### config.mk
export PLATFORM = sky130hd
export DESIGN_NAME = uart_rx_ctrl
export DESIGN_NICKNAME = d
export VERILOG_FILES = /design/src/rtl/uart_pkg.sv /design/src/rtl/uart_fifo.sv /design/src/rtl/uart_rx_ctrl.sv
export SDC_FILE = /design/constraint.sdc
export NUM_CORES = 1
export LEC_CHECK = 0
export BUFFER_PORTS_ARGS = -buffer_cell sky130_fd_sc_hd__buf_2
export CAP_MARGIN = 20
export CORE_AREA = 5 5 94 113
export DETAILED_ROUTE_END_ITERATION = 6
export DIE_AREA = 0 0 99 118
export PLACE_DENSITY = 0.77
export REMOVE_ABC_BUFFERS = 1
export SYNTH_ARGS = -nofsm -noshare
export SYNTH_HDL_FRONTEND = slang
export SYNTH_HIERARCHICAL = 1
export SYNTH_SLANG_ARGS = --single-unit
### constraint.sdc
create_clock -name clk -period 3.5 [get_ports clk]
set_input_delay 0 -clock clk [delete_from_list [all_inputs] [get_ports clk]]
set_output_delay 0 -clock clk [all_outputs]
set_load 0.1 [all_outputs]
### src/rtl/uart_pkg.sv
// rtl/uart_pkg.sv - shared register map, bit indices and state encoding for the UART RX controller
package uart_pkg;

   localparam logic [3:0] ADDR_DATA   = 4'h0;
   localparam logic [3:0] ADDR_STATUS = 4'h4;
   localparam logic [3:0] ADDR_CTRL   = 4'h8;
   localparam logic [3:0] ADDR_THRESH = 4'hC;

   localparam int CTRL_EN        = 0;
   localparam int CTRL_BRK_HALT  = 1;
   localparam int CTRL_IE_LVL    = 2;
   localparam int CTRL_IE_ERR    = 3;
   localparam int CTRL_FLUSH     = 4;

   localparam int ST_EMPTY    = 0;
   localparam int ST_FULL     = 1;
   localparam int ST_OVR      = 2;
   localparam int ST_BRK      = 3;
   localparam int ST_STATE_LO = 4;

   typedef enum logic [1:0] {
      OFF  = 2'd0,
      RUN  = 2'd1,
      HALT = 2'd2
   } rx_ctrl_state_e;

endpackage

### src/rtl/uart_fifo.sv
// rtl/uart_fifo.sv - circular-buffer FIFO with flush and same-cycle push/pop at full and empty
module uart_fifo #(
   parameter int WIDTH = 8,
   parameter int DEPTH = 8,
   parameter int LVL_W = $clog2(DEPTH) + 1
) (
   input  logic             clk,
   input  logic             rst_n,
   input  logic             push,
   input  logic             pop,
   input  logic             flush,
   input  logic [WIDTH-1:0] wdata,
   output logic [WIDTH-1:0] head,
   output logic             empty,
   output logic             full,
   output logic [LVL_W-1:0] level
);

   localparam int PTR_W = $clog2(DEPTH);

   logic [WIDTH-1:0] mem_q [DEPTH];
   logic [PTR_W-1:0] rd_ptr_q;
   logic [PTR_W-1:0] wr_ptr_q;
   logic [LVL_W-1:0] level_q;
   logic             do_push;
   logic             do_pop;

   assign empty = (level_q == '0);
   assign full  = (level_q == LVL_W'(DEPTH));
   assign level = level_q;
   assign head  = mem_q[rd_ptr_q];

   // A pop frees the slot a same-cycle push needs, so push at full is legal only alongside a real pop.
   assign do_pop  = pop && !empty && !flush;
   assign do_push = push && (!full || do_pop) && !flush;

   always_ff @(posedge clk) begin
      if (do_push) begin
         mem_q[wr_ptr_q] <= wdata;
      end
   end

   always_ff @(posedge clk) begin
      if (!rst_n || flush) begin
         rd_ptr_q <= '0;
         wr_ptr_q <= '0;
         level_q  <= '0;
      end else begin
         if (do_push) begin
            wr_ptr_q <= wr_ptr_q + 1'b1;
         end
         if (do_pop) begin
            rd_ptr_q <= rd_ptr_q + 1'b1;
         end
         case ({do_push, do_pop})
            2'b10:   level_q <= level_q + 1'b1;
            2'b01:   level_q <= level_q - 1'b1;
            default: level_q <= level_q;
         endcase
      end
   end

endmodule

### src/rtl/uart_rx_ctrl.sv
// rtl/uart_rx_ctrl.sv - CPU-facing UART receive controller: register bus, enable FSM, RX FIFO, error flags and irq
module uart_rx_ctrl
   import uart_pkg::*;
#(
   parameter int PAYLOAD_BITS = 8,
   parameter int FIFO_DEPTH   = 8
) (
   input  logic                    clk,
   input  logic                    rst_n,
   input  logic                    bus_req,
   input  logic                    bus_we,
   input  logic [3:0]              bus_addr,
   input  logic [31:0]             bus_wdata,
   output logic [31:0]             bus_rdata,
   output logic                    bus_rvalid,
   input  logic                    rx_valid,
   input  logic [PAYLOAD_BITS-1:0] rx_data,
   input  logic                    rx_break,
   output logic                    rx_en,
   output logic                    irq
);

   localparam int LVL_W = $clog2(FIFO_DEPTH) + 1;

   rx_ctrl_state_e          state_q, state_d;
   logic [3:0]              ctrl_q;
   logic [LVL_W-1:0]        thresh_q;
   logic                    ovr_q;
   logic                    brk_q;
   logic [7:0]              ovr_cnt_q;
   logic                    rx_en_q;
   logic                    irq_q;
   logic                    rvalid_q;
   logic [31:0]             rdata_q, rdata_d;
   logic [31:0]             status;

   logic                    rd_req, wr_req;
   logic                    wr_ctrl, wr_status, wr_thresh;
   logic                    flush, pop, pop_eff;
   logic                    push_req, brk_evt, ovr_evt;
   logic                    clr_ovr, clr_brk;
   logic [PAYLOAD_BITS-1:0] fifo_head, head_masked;
   logic                    fifo_empty, fifo_full;
   logic [LVL_W-1:0]        fifo_level;
   logic                    unused_wdata;

   assign rd_req    = bus_req && !bus_we;
   assign wr_req    = bus_req && bus_we;
   assign wr_ctrl   = wr_req && (bus_addr == ADDR_CTRL);
   assign wr_status = wr_req && (bus_addr == ADDR_STATUS);
   assign wr_thresh = wr_req && (bus_addr == ADDR_THRESH);
   assign flush     = wr_ctrl && bus_wdata[CTRL_FLUSH];
   assign clr_ovr   = wr_status && bus_wdata[ST_OVR];
   assign clr_brk   = wr_status && bus_wdata[ST_BRK];
   assign pop       = rd_req && (bus_addr == ADDR_DATA);
   assign pop_eff   = pop && !fifo_empty;

   assign push_req = (state_q == RUN) && rx_valid && !rx_break;
   assign brk_evt  = (state_q == RUN) && rx_valid && rx_break;
   assign ovr_evt  = push_req && fifo_full && !pop_eff && !flush;

   assign unused_wdata = ^bus_wdata[31:5];

   uart_fifo #(
      .WIDTH (PAYLOAD_BITS),
      .DEPTH (FIFO_DEPTH),
      .LVL_W (LVL_W)
   ) u_fifo (
      .clk   (clk),
      .rst_n (rst_n),
      .push  (push_req),
      .pop   (pop),
      .flush (flush),
      .wdata (rx_data),
      .head  (fifo_head),
      .empty (fifo_empty),
      .full  (fifo_full),
      .level (fifo_level)
   );

   assign head_masked = fifo_head & {PAYLOAD_BITS{!fifo_empty}};

   always_comb begin
      status                     = '0;
      status[ST_EMPTY]           = fifo_empty;
      status[ST_FULL]            = fifo_full;
      status[ST_OVR]             = ovr_q;
      status[ST_BRK]             = brk_q;
      status[ST_STATE_LO +: 2]   = state_q;
      status[15:8]               = 8'(fifo_level);
      status[23:16]              = ovr_cnt_q;
   end

   always_comb begin
      rdata_d = '0;
      case (bus_addr)
         ADDR_DATA:   rdata_d = {fifo_empty, {(31-PAYLOAD_BITS){1'b0}}, head_masked};
         ADDR_STATUS: rdata_d = status;
         ADDR_CTRL:   rdata_d = {28'b0, ctrl_q};
         ADDR_THRESH: rdata_d = 32'(thresh_q);
         default:     rdata_d = '0;
      endcase
   end

   // HALT is left for RUN on the clearing write itself, not on the following cycle.
   always_comb begin
      state_d = state_q;
      case (state_q)
         OFF:  if (ctrl_q[CTRL_EN]) state_d = RUN;
         RUN:  if (!ctrl_q[CTRL_EN]) state_d = OFF;
               else if (brk_evt && ctrl_q[CTRL_BRK_HALT]) state_d = HALT;
         HALT: if (!ctrl_q[CTRL_EN]) state_d = OFF;
               else if (clr_brk) state_d = RUN;
         default: state_d = OFF;
      endcase
   end

   always_ff @(posedge clk) begin
      if (!rst_n) begin
         state_q   <= OFF;
         ctrl_q    <= '0;
         thresh_q  <= LVL_W'(1);
         ovr_q     <= 1'b0;
         brk_q     <= 1'b0;
         ovr_cnt_q <= '0;
         rx_en_q   <= 1'b0;
         irq_q     <= 1'b0;
         rvalid_q  <= 1'b0;
         rdata_q   <= '0;
      end else begin
         state_q <= state_d;
         rx_en_q <= (state_d == RUN);
         if (wr_ctrl) begin
            ctrl_q <= bus_wdata[3:0];
         end
         if (wr_thresh) begin
            thresh_q <= bus_wdata[LVL_W-1:0];
         end
         // A new event wins over a same-cycle clear so no error is lost.
         if (ovr_evt) begin
            ovr_q <= 1'b1;
            if (ovr_cnt_q != 8'hFF) begin
               ovr_cnt_q <= ovr_cnt_q + 8'd1;
            end
         end else if (clr_ovr) begin
            ovr_q     <= 1'b0;
            ovr_cnt_q <= '0;
         end
         if (brk_evt) begin
            brk_q <= 1'b1;
         end else if (clr_brk) begin
            brk_q <= 1'b0;
         end
         irq_q <= (ctrl_q[CTRL_IE_LVL] && (thresh_q != '0) && (fifo_level >= thresh_q)) ||
                  (ctrl_q[CTRL_IE_ERR] && (ovr_q || brk_q));
         rvalid_q <= rd_req;
         rdata_q  <= rd_req ? rdata_d : '0;
      end
   end

   assign bus_rdata  = rdata_q;
   assign bus_rvalid = rvalid_q;
   assign rx_en      = rx_en_q;
   assign irq        = irq_q;

endmodule

==> summary.txt, run 1 <==
final core utilization = 66.1%
static leakage = 0.00235 uW
MaxCap Viol Count = 0
CP Max Fanout = 6
GPL Wtd Cong = 0.858
startpoint class of the critical path = input pin
commonest register cell after synthesis = edfxtp_1
CTS tree = yes
die width = 99 um
residual DRC count = 0
worst path required time = 3.84 ns
post-layout instance area = 6220 um2
DRT Pass-1 Iters = 4
I/O pin total = 85
area grow syn2layout = 21.0%
RSZ-0062 raised after global routing = false
total wire length = 10.9 mm
GRT Residual Overflow = 0
PD cells = 531 nW/um2
Final period util = 86.2%
Yosys Warn Count = 6
area of placed instances = 5440 um2
Seq cells post-synth = 121
Post-DRT Antenna Nets = 0
clock period minus worst slack = 3.02 ns
Final nets = 526
Cells after Synth = 390
status = finished clean
count of unique library cells instantiated by Yosys = 61
CTS Sinks = 121
die area = 11,700 um2
most common cell after layout, fill and taps aside = edfxtp_1
H-Tree Depth = 4
largest net degree at the start of global routing = 17
fmax = 331 MHz
initial core utilization = 54.6%
max_slew headroom = 34.7%
total number of vias = 3,434
share of cells above drive strength 1 = 25.1%
IR drop worst, VDD = 0.000478 V
core footprint = 9420 um2
CP Class = in -> reg
clock insertion delay at the later pin of the skew report = 0.41 ns
setup tns final = 0 ns
Die Y = 118 um
post-DP HPWL = 7.17 mm
HP Class = in -> reg
Longest Clk Path Bufs = 2
clk_skew = 0.00947 ns
mean post-synth cell area = 13.2 um2
CP arrival = 3.35 ns
antenna cells = 0
Seq/Total Area, Yosys = 59.5%
cts bufs inserted = 17
Mapped Area = 5140 um2
Tot GR Track Use = 19.6%
asr flop ratio synth = 0%
global-route wire length before repair = 17.5 mm
CTS root buf = clkbuf_16
fin. max-slew vios = 0
Crit. End Element = flop
number of buffers added on ports = 46
routed vias/inst = 5.70
final hold vios = 0
number of synthesized flops with an enable pin = 64
Finish-stage setup viols = 0
Avg WL per Cell = 18.0 um
Slew @ Worst Pin = 0.975 ns
Clock Pin Slew Worst Setup and Hold Paths = 0.06 ns
initial drt markers = 192
commonest non-fill, non-tap cells in the layout = edfxtp_1 (64), dfxtp_1 (57), buf_2 (46), nor2_1 (34), nand2_1 (24)
vias in the first global route = 3,435
# rows = 39
initial antenna violation count = 0
==> Yosys cell counts, types with 3 or more instances <==
library cell  number  area share [%]
xor2_1             5            0.85
nand2b_1           4            0.49
nand2_1           24             1.8
inv_1              7            0.51
nor2_1            34             2.5
mux2i_1            8             1.6
buf_4             11             1.6
nor3_1             5            0.49
mux2_2            11             2.4
ha_1              10             2.4
mux4_2             6             2.6
o21ai_0           13             1.3
a21oi_1           16             1.6
dfxtp_1           57              22
and3_1            19             2.3
edfxtp_1          64              37
nand3_1            9            0.88
mux4_1            10             5.1
nand4_1            3            0.36
nor4_1             4            0.49
a222oi_1           4            0.78
nor2b_1            8            0.97
clkbuf_1           9            0.66
buf_6              4            0.88
==> layer usage <==
metal,up-vias,share of wire [%],GRT usage (%)
li1,1611,-,-
met3,19,5.8,6.88
met1,1688,39,21.9
met4,0,2.1,7.94
met2,116,53,33.5
met5,-,0,0
==> worst max-delay path, cell delays in order <==
cell	delay [ns]
dlygate4sd3_1	0.54
buf_2	0.15
or4_4	0.57
nor2_1	0.13
buf_4	0.15
nor3b_2	0.44
ha_1	0.36
xor2_1	0.18
ha_1	0.17
a21oi_1	0.05
xor2_1	0.15
or3_1	0.31
a21oi_1	0.14
==> sequential cells by signal, indices dropped and copies added, names as in the netlist, 2 cells and up, named ones only <==
signal,flops
u_fifo/rd_ptr_q,3
ctrl_q,4
thresh_q,4
u_fifo/mem_q,64
state_q,2
bus_rdata,21
u_fifo/level,4
u_fifo/wr_ptr_q,3
ovr_cnt_q,8
==> metrics by stage <==
step	std cells	setup slack (ns)	total power, uW	hold WS [ns]
floorplan	372	0.889	1600	0.0619
global placement	550	0.752	1630	0.235
CTS	602	0.527	3330	0.00806
global route	602	0.303	3410	0.0369
finish	602	0.481	3310	0.0223
detailed placement	550	0.662	1640	0.256
==> layout make-up <==
type | instances | area [um2]
Clock inverter | 15 | 153
Sequential cell | 121 | 3060
Tap cell | 123 | 154
Timing Repair Buffer | 75 | 498
Multi-Input combinational cell | 244 | 1900
Fill cell | 662 | 3200
Inverter | 7 | 26.3
Clock buffer | 17 | 425
==> cells by family after synthesis <==
group	after synthesis	synth area share [%]
DFF	121	59.5
adders and majority gates	10	2.43
and+or+nand+nor	130	14.1
muxes	35	11.7
buffers and inverters	35	4.18
AOI/OAI and AO/OA	52	6.98
other	1	0.0729
xor gates and xnor gates	6	1.02
==> where the power goes <==
part | internal, uW | leakage, uW | total [uW] | switching (uW)
clock | 1000 | 0.000280 | 1680 | 679
sequential | 1490 | 0.00103 | 1490 | 1.07
combinational | 30.1 | 0.00103 | 128 | 97.8
==> worst paths after layout <==
check	cells after the start	slack, ns	end	from
max	13	0.48	u_fifo/level[2]	bus_addr[1]
min	3	0.02	bus_rdata[0]	bus_addr[2]
max reg2reg	10	0.69	u_fifo/level[2]	state_q[0]
min reg2reg	2	0.48	brk_q	brk_q
==> what timing repair did <==
item / 4_1_cts / 5_1_grt
buffers inserted: 0 / 0
setup endpoints to repair: 0 / 0
hold buffers: 20 / 0
endpoints found under the hold margin: 79 / 0
gates resized for setup: 0 / 0
(Power assumes the default switching activity.)
==> inputs of run 2 (changes only) <==
--- a/config.mk
+++ b/config.mk
@@ -10,7 +10,8 @@
 export CORE_AREA = 5 5 94 113
 export DETAILED_ROUTE_END_ITERATION = 6
 export DIE_AREA = 0 0 99 118
-export PLACE_DENSITY = 0.77
+export GPL_TIMING_DRIVEN = 0
+export PLACE_DENSITY = 0.78
 export REMOVE_ABC_BUFFERS = 1
 export SYNTH_ARGS = -nofsm -noshare
 export SYNTH_HDL_FRONTEND = slang
==> constraint.sdc (replaced) <==
create_clock -name clk -period 3.08 [get_ports clk]
set_input_delay 0 -clock clk [delete_from_list [all_inputs] [get_ports clk]]
set_output_delay 0 -clock clk [all_outputs]
set_load 0.1 [all_outputs]
==> run 2 against run 1 <==
Die area stayed put. First-iteration DRC count is 24% higher. Core utilization is essentially flat. Critical path type is now reg -> reg. Wire length increased by 1.1%. Via count up 0.23%. Register-to-register slack got worse by 0.42 ns. Flip-flop and latch count did not move. Count of clock-buffer cells in the layout unchanged. Non-clock buffer count fell by 2.
==> summary.txt, run 2 (synthesis gave the netlist of run 1 again) <==
worst path required time = 3.42 ns (-0.42 ns)
final hold vios = 0 (unchanged)
Avg WL per Cell = 18.3 um (+1.6%)
Top reg by flops = u_fifo/mem_q
Slowest-stage cell, CP = nor2b_1
post-DP HPWL = 7.24 mm (+0.93%)
PD cells = 597 nW/um2 (+12%)
DRT Pass-1 Iters = 7 (+3)
area grow syn2layout = 21.0% (about the same)
IR drop worst, VDD = 0.000520 V (+8.7%)
clock period minus worst slack = 2.81 ns
# placed instances = 546 (-0.73%)
fmax = 355 MHz
total number of vias = 3,442 (+0.23%)
CP Max Fanout = 5 (-1)
initial antenna violation count = 0 (unchanged)
die width = 99 um (unchanged)
cts bufs inserted = 17 (unchanged)
Tot GR Track Use = 19.8% (+0.19 points)
Worst path depth = 10 (-3)
Crit. End Element = flop
global-route wire length before repair = 17.4 mm (-0.16%)
Die Y = 118 um (unchanged)
hold_ws = 0.0204 ns (-0.00183 ns)
clock insertion delay at the later pin of the skew report = 0.42 ns (about the same)
CP arrival = 3.15 ns (-0.20 ns)
RSZ-0062 raised after global routing = false
H-Tree Depth = 4 (unchanged)
worst path cell trace = and4bb_2 > nor2b_1 > o21ai_4 > ha_1 > xor2_1 > ha_1 > a21oi_1 > xor2_1 > or3_1 > a21oi_1
initial core utilization = 54.6% (unchanged)
most common cell after layout, fill and taps aside = edfxtp_1
CTS Sinks = 121 (unchanged)
antenna cells = 0 (unchanged)
die area = 11,700 um2 (unchanged)
CTS root buf = clkbuf_16
status = finished clean
largest net degree at the start of global routing = 17 (unchanged)
GPL Wtd Cong = 0.830 (-3.3%)
total wire length = 11.0 mm (+1.1%)
Final period util = 91.3%
Post-DRT Antenna Nets = 0 (unchanged)
commonest non-fill, non-tap cells in the layout = edfxtp_1 (64), dfxtp_1 (57), buf_2 (46), nor2_1 (33), nand2_1 (24)
final cell count without fillers = 599 (-0.50%)
Worst R2R End = u_fifo/level[2]
Setup Fix Bufs, Post-CTS = 0 (unchanged)
Finish-stage setup viols = 0 (unchanged)
initial drt markers = 239 (+24%)
end point of the critical path = u_fifo/level[2]
reg-to-reg startpoint = state_q[1]
Slew @ Worst Pin = 0.955 ns (-0.0203 ns)
CP Class = reg -> reg
max_slew headroom = 36.1% (+1.4 points)
final core utilization = 66.1% (about the same)
vias in the first global route = 3,507 (+2.1%)
reg2reg setup slack = 0.27 ns (-0.42 ns)
max reg flops = 64 (unchanged)
Crit path buffers/inverters = 0 (-3)
number of buffers added on ports = 46 (unchanged)
MaxCap Viol Count = 0 (unchanged)
CTS tree = yes
Final nets = 524 (-0.38%)
static leakage = 0.00233 uW (-0.65%)
residual DRC count = 0 (unchanged)
GRT Residual Overflow = 0 (unchanged)
core footprint = 9420 um2 (unchanged)
Worst R2R Path Depth = 10 (unchanged)
routed vias/inst = 5.75 (+0.73%)
clk_skew = 0.00536 ns (-0.00411 ns)
Clock Pin Slew Worst Setup and Hold Paths = 0.06 ns (about the same)
I/O pin total = 85 (unchanged)
share of cells above drive strength 1 = 25.2% (+0.16 points)
Longest Clk Path Bufs = 2 (unchanged)
startpoint class of the critical path = flop
fin. max-slew vios = 0 (unchanged)
Crit. Startpoint = state_q[1]
CP top delay family = simple AND/OR/NAND/NOR gates
max incr delay on CP = 0.43 ns (-0.14 ns)
HP Class = in -> reg
# rows = 39 (unchanged)
-- run 2: changes by cell type in the layout (fill, tap and decap cells not counted), sizes merged --
| cell | change |
|---|---|
| buf | -4 |
| clkinv | +3 |
| dlygate4sd3 | +2 |
| inv | -4 |
-- run 2: how the worst min path moves through the flow --
stage / start / end / depth (start not counted)
floorplan: rst_n / thresh_q[0] / 1
global placement: bus_wdata[0] / thresh_q[0] / 3
detailed placement: bus_wdata[0] / thresh_q[0] / 3
CTS: rx_break / state_q[1] / 4
global route: rx_break / state_q[1] / 4
finish: rx_break / state_q[1] / 4
-- run 2: power by group --
part / switching [uW] / internal [uW] / leakage (uW)
clock: 746 / 1120 / 0.000273
combinational: 112 / 35.9 / 0.00103
sequential: 1.18 / 1700 / 0.00103
-- run 2: stage by stage --
stage          instance area, um2  setup slack (ns)  TNS, ns  power, uW
2_1_floorplan                4990             0.469        0       1820
3_3_place_gp                 5380            -0.235    -3.73       1850
3_5_place_dp                 5430           0.00760        0       1860
4_1_cts                      6210             0.129        0       3740
5_1_grt                      6220            0.0931        0       3830
6_report                     6220             0.267        0       3710
-- run 2: worst register-to-register path, cell delays in order, from the launching register on --
cell and delay, ns:
dfxtp_1 0.35, and4bb_2 0.40, nor2b_1 0.43, o21ai_4 0.15, ha_1 0.31, xor2_1 0.17
ha_1 0.19, a21oi_1 0.16, xor2_1 0.10, or3_1 0.31, a21oi_1 0.15
-- run 2: area by class of cell --
class                      instances  area, um2
clock buffer                      17        425
timing repair buffer              73        488
tap                              123        154
fill                             659       3190
clock inverter                    14        138
multi-input combinational        244       1930
sequential                       121       3060
inverter                           7       26.3
-- run 2: what timing repair did --
item | in CTS | in global routing
gates resized for setup | 0 | 3
endpoints found under the setup margin | 0 | 1
hold buffers | 22 | 0
hold endpoints to repair | 87 | 0
-- run 2: routing by layer --
layer  track usage, %  part of all wire, %  up-vias
met5                0                    0        -
met4             9.48                  1.9        0
met3             6.46                  6.3       21
met2             34.4                   54      120
met1             21.3                   38     1694
li1                 -                    -     1607
==> inputs of run 3 (changes only) <==
--- a/config.mk
+++ b/config.mk
@@ -5,13 +5,14 @@
 export SDC_FILE = /design/constraint.sdc
 export NUM_CORES = 1
 export LEC_CHECK = 0
+export ABC_AREA = 1
 export BUFFER_PORTS_ARGS = -buffer_cell sky130_fd_sc_hd__buf_2
 export CAP_MARGIN = 20
-export CORE_AREA = 5 5 94 113
+export CORE_AREA = 2 2 92 112
 export DETAILED_ROUTE_END_ITERATION = 6
-export DIE_AREA = 0 0 99 118
+export DIE_AREA = 0 0 94 114
 export GPL_TIMING_DRIVEN = 0
-export PLACE_DENSITY = 0.78
+export PLACE_DENSITY = 0.77
 export REMOVE_ABC_BUFFERS = 1
 export SYNTH_ARGS = -nofsm -noshare
 export SYNTH_HDL_FRONTEND = slang
==> run 3 against run 2 <==
Flip-flop and latch count stayed put. Core utilization is 1.5 points lower. Combinational power rose by 3%. Cell area grew 1.2%. Synthesized cell count rose by 39%. Power increased by 1.1%. Sequential share of layout area is 0.59 points lower. Wire length up 4.5%. Die area decreased by 8.3%. Clock skew grew 0.0018 ns. Critical path type is now in -> reg. Critical endpoint unchanged. Highest routed layer unchanged.
==> summary.txt, run 3 <==
reg2reg setup slack = 0.79 ns (+0.52 ns)
Sequential Area = 3060 um2 (unchanged)
commonest non-fill, non-tap cells in the layout = nand2_1 (67), nor2_1 (65), edfxtp_1 (64), dfxtp_1 (57), inv_1 (51)
Seq/Total Area, Yosys = 58.3% (-1.3 points)
vias in the first global route = 4,086 (+17%)
CP arrival = 2.77 ns (-0.38 ns)
Multi-input gate area = 1840 um2 (-4.8%)
total wire length = 11.5 mm (+4.5%)
cts bufs inserted = 17 (unchanged)
largest net degree at the start of global routing = 33 (+16)
final core utilization = 64.6% (-1.5 points)
Crit. Startpoint = bus_addr[3]
initial core utilization = 53.9% (-0.74 points)
clock period minus worst slack = 2.48 ns (-0.334 ns)
Setup Slack @ Placement = 0.578 ns (+0.570 ns)
Slew @ Worst Pin = 1.03 ns (+0.0723 ns)
Final period util = 80.5% (-11 points)
CP Max Fanout = 8 (+3)
# placed instances = 706 (+29%)
initial drt markers = 251 (+5.0%)
Die Y = 114 um (-3.4%)
cell-internal power = 2990 uW (+4.6%)
area leader, netlist = edfxtp_1
Gate power share = 4.0% (about the same)
antenna cells = 0 (unchanged)
clock power share = 50.7% (+0.4 points)
CTS root buf = clkbuf_16
IR drop worst, VDD = 0.000588 V (+13%)
PD cells = 596 nW/um2 (-0.13%)
Yosys Warn Count = 6 (unchanged)
end point of the critical path = u_fifo/level[2]
Crit. End Element = flop
max reg flops = 64 (unchanged)
sequential power share = 45.3% (-0.4 points)
I/O pin total = 85 (unchanged)
dominant cell by count in the synthesized netlist = nand2_1
fin. max-slew vios = 0 (unchanged)
core footprint = 9760 um2 (+3.6%)
die width = 94 um (-5.1%)
Setup WS post-layout = 0.601 ns (+0.334 ns)
Switch Pwr = 766 uW (-11%)
area grow syn2layout = 19.8%
Longest Clk Path Bufs = 2 (unchanged)
DRT Pass-1 Iters = 5 (-2)
residual DRC count = 0 (unchanged)
routed vias/inst = 5.51 (-4.0%)
Clock Pin Slew Worst Setup and Hold Paths = 0.05 ns (about the same)
asr flop ratio synth = 0% (unchanged)
reg-to-reg startpoint = state_q[1]
max_slew headroom = 31.4% (-4.7 points)
max incr delay on CP = 0.53 ns (+0.10 ns)
worst path cell trace = dlygate4sd3_1 > buf_2 > nor3_4 > inv_2 > nor3_1 > inv_1 > nor2_1 > nand2_2 > inv_2 > ha_1 > nand2_1 > inv_1 > nor2_1 > ha_1 > a21oi_1 > xnor2_1 > o21ai_0 > inv_1
number of synthesized flops with an enable pin = 64 (unchanged)
share of cells above drive strength 1 = 17.2% (-8.0 points)
number of buffers added on ports = 46 (unchanged)
# rows = 40 (+2.6%)
Filler Cells Inserted = 755 (+15%)
most common cell after layout, fill and taps aside = nand2_1
H-Tree Depth = 4 (unchanged)
count of unique library cells instantiated by Yosys = 37 (-39%)
GPL Wtd Cong = 0.857 (+3.3%)
CTS tree = yes
CTS Sinks = 121 (unchanged)
GRT Residual Overflow = 0 (unchanged)
Setup Fix Bufs, Post-CTS = 0 (unchanged)
total number of vias = 4,152 (+21%)
top cells by area, synth = edfxtp_1 (37%), dfxtp_1 (22%), nand2_1 (4.8%)
die area = 10,700 um2 (-8.3%)
final cell count without fillers = 753 (+26%)
Tot GR Track Use = 22.5% (+2.8 points)
clk_skew = 0.00712 ns (+0.00176 ns)
CP Class = in -> reg
initial antenna violation count = 0 (unchanged)
RSZ-0062 raised after global routing = false
Finish-stage setup viols = 0 (unchanged)
Top reg by flops = u_fifo/mem_q
MaxCap Viol Count = 0 (unchanged)
HP Class = in -> reg
Post-synth top cells = nand2_1 (67), nor2_1 (65), edfxtp_1 (64)
status = finished clean
setup tns final = 0 ns (unchanged)
Sw Share = 20.4% (-2.7 points)
worst path required time = 3.37 ns (-0.05 ns)
share of the synthesized area in the top cell type = 36.6% (-0.81 points)
commonest register cell after synthesis = edfxtp_1
global-route wire length before repair = 18.4 mm (+5.8%)
Slowest-stage cell, CP = dlygate4sd3_1
fmax = 403 MHz (+13%)
Cells after Synth = 543 (+39%)
Crit path top cell by count = inv_1
final hold vios = 0 (unchanged)
post-DP HPWL = 7.59 mm (+4.8%)
mean post-synth cell area = 9.68 um2 (-27%)
Seq cells post-synth = 121 (unchanged)
clock insertion delay at the later pin of the skew report = 0.41 ns (about the same)
Final nets = 675 (+29%)
Post-DRT Antenna Nets = 0 (unchanged)
Worst R2R Path Depth = 9 (-1)
Worst R2R End = u_fifo/mem_q[4][0]
static leakage = 0.00242 uW (+3.7%)
startpoint class of the critical path = input pin
CTS resizes = 0 (unchanged)
Mapped Area = 5260 um2 (+2.2%)
Avg WL per Cell = 15.2 um (-17%)
==> run 3: cells by family (layout without fill, tap and decap cells) <==
logic type	after synthesis	count (layout)	share of synthesized area (%)
AOI/OAI and AO/OA	103	103	10.3
xor gates and xnor gates	4	4	0.666
DFF	121	121	58.3
other	1	11	0.0713
muxes	8	8	1.52
and+or+nand+nor	212	212	19.3
adders and majority gates	10	10	2.38
buffers and inverters	84	158	7.50
==> run 3: stage by stage <==
stage	hold WS (ns)	total power [uW]	cell area, um2
4_1_cts	0.00339	3770	6300
3_3_place_gp	0.256	1860	5510
5_1_grt	0.0356	3860	6300
3_5_place_dp	0.263	1870	5570
6_report	0.0171	3750	6300
2_1_floorplan	0.0989	1830	5130
==> run 3: cell type report <==
class	count	area share [%]
well taps	126	2.50
multi-input cells	348	29.2
clock buffers	21	6.99
inverters	60	3.57
clock inverters	10	2.03
repair buffers	67	7.11
flip-flops and latches	121	48.6
==> run 3: worst min path at each step <==
stage	to	startpoint	slack [ns]	cells after the start
after global routing	bus_rdata[6]	bus_addr[2]	0.04	4
after CTS	ovr_q	rx_break	0.003	4
after floorplan	u_fifo/mem_q[0][0]	rx_data[0]	0.1	0
after global placement	u_fifo/mem_q[5][4]	rx_data[4]	0.26	1
final	ovr_q	rx_break	0.02	4
after detailed placement	u_fifo/mem_q[4][4]	rx_data[4]	0.26	1
==> run 3: what timing repair did <==
| item | CTS | global route |
|---|---|---|
| endpoints found under the hold margin | 81 | 0 |
| endpoints found under the setup margin | 0 | 0 |
| hold buffers | 16 | 0 |
==> run 3: worst max-delay path, delay by kind of cell <==
| kind | cells | cell delay, ns |
|---|---|---|
| buf+inv | 7 | 1.11 |
| simple gates | 6 | 0.85 |
| fa+ha+maj | 2 | 0.39 |
| compound gates | 2 | 0.32 |
| xor+xnor | 1 | 0.09 |
==> run 3: per-layer routing <==
layer	wire length [um]	up-vias	part of all wire (%)	track usage (%)
met5	0	-	0	0
met2	5860	188	51	38.3
met3	834	33	7.3	6.34
li1	-	1977	-	-
met4	347	0	3.0	12.9
met1	4440	1954	39	25.2
==> run 3: power groups by stage <==
stage               combinational, uW  sequential (uW)  clock, uW
global placement                  131             1730          0
global route                      160             1700       2000
finish                            151             1700       1900
detailed placement                133             1730          0
floorplan                        85.6             1740          0
CTS                               149             1700       1920
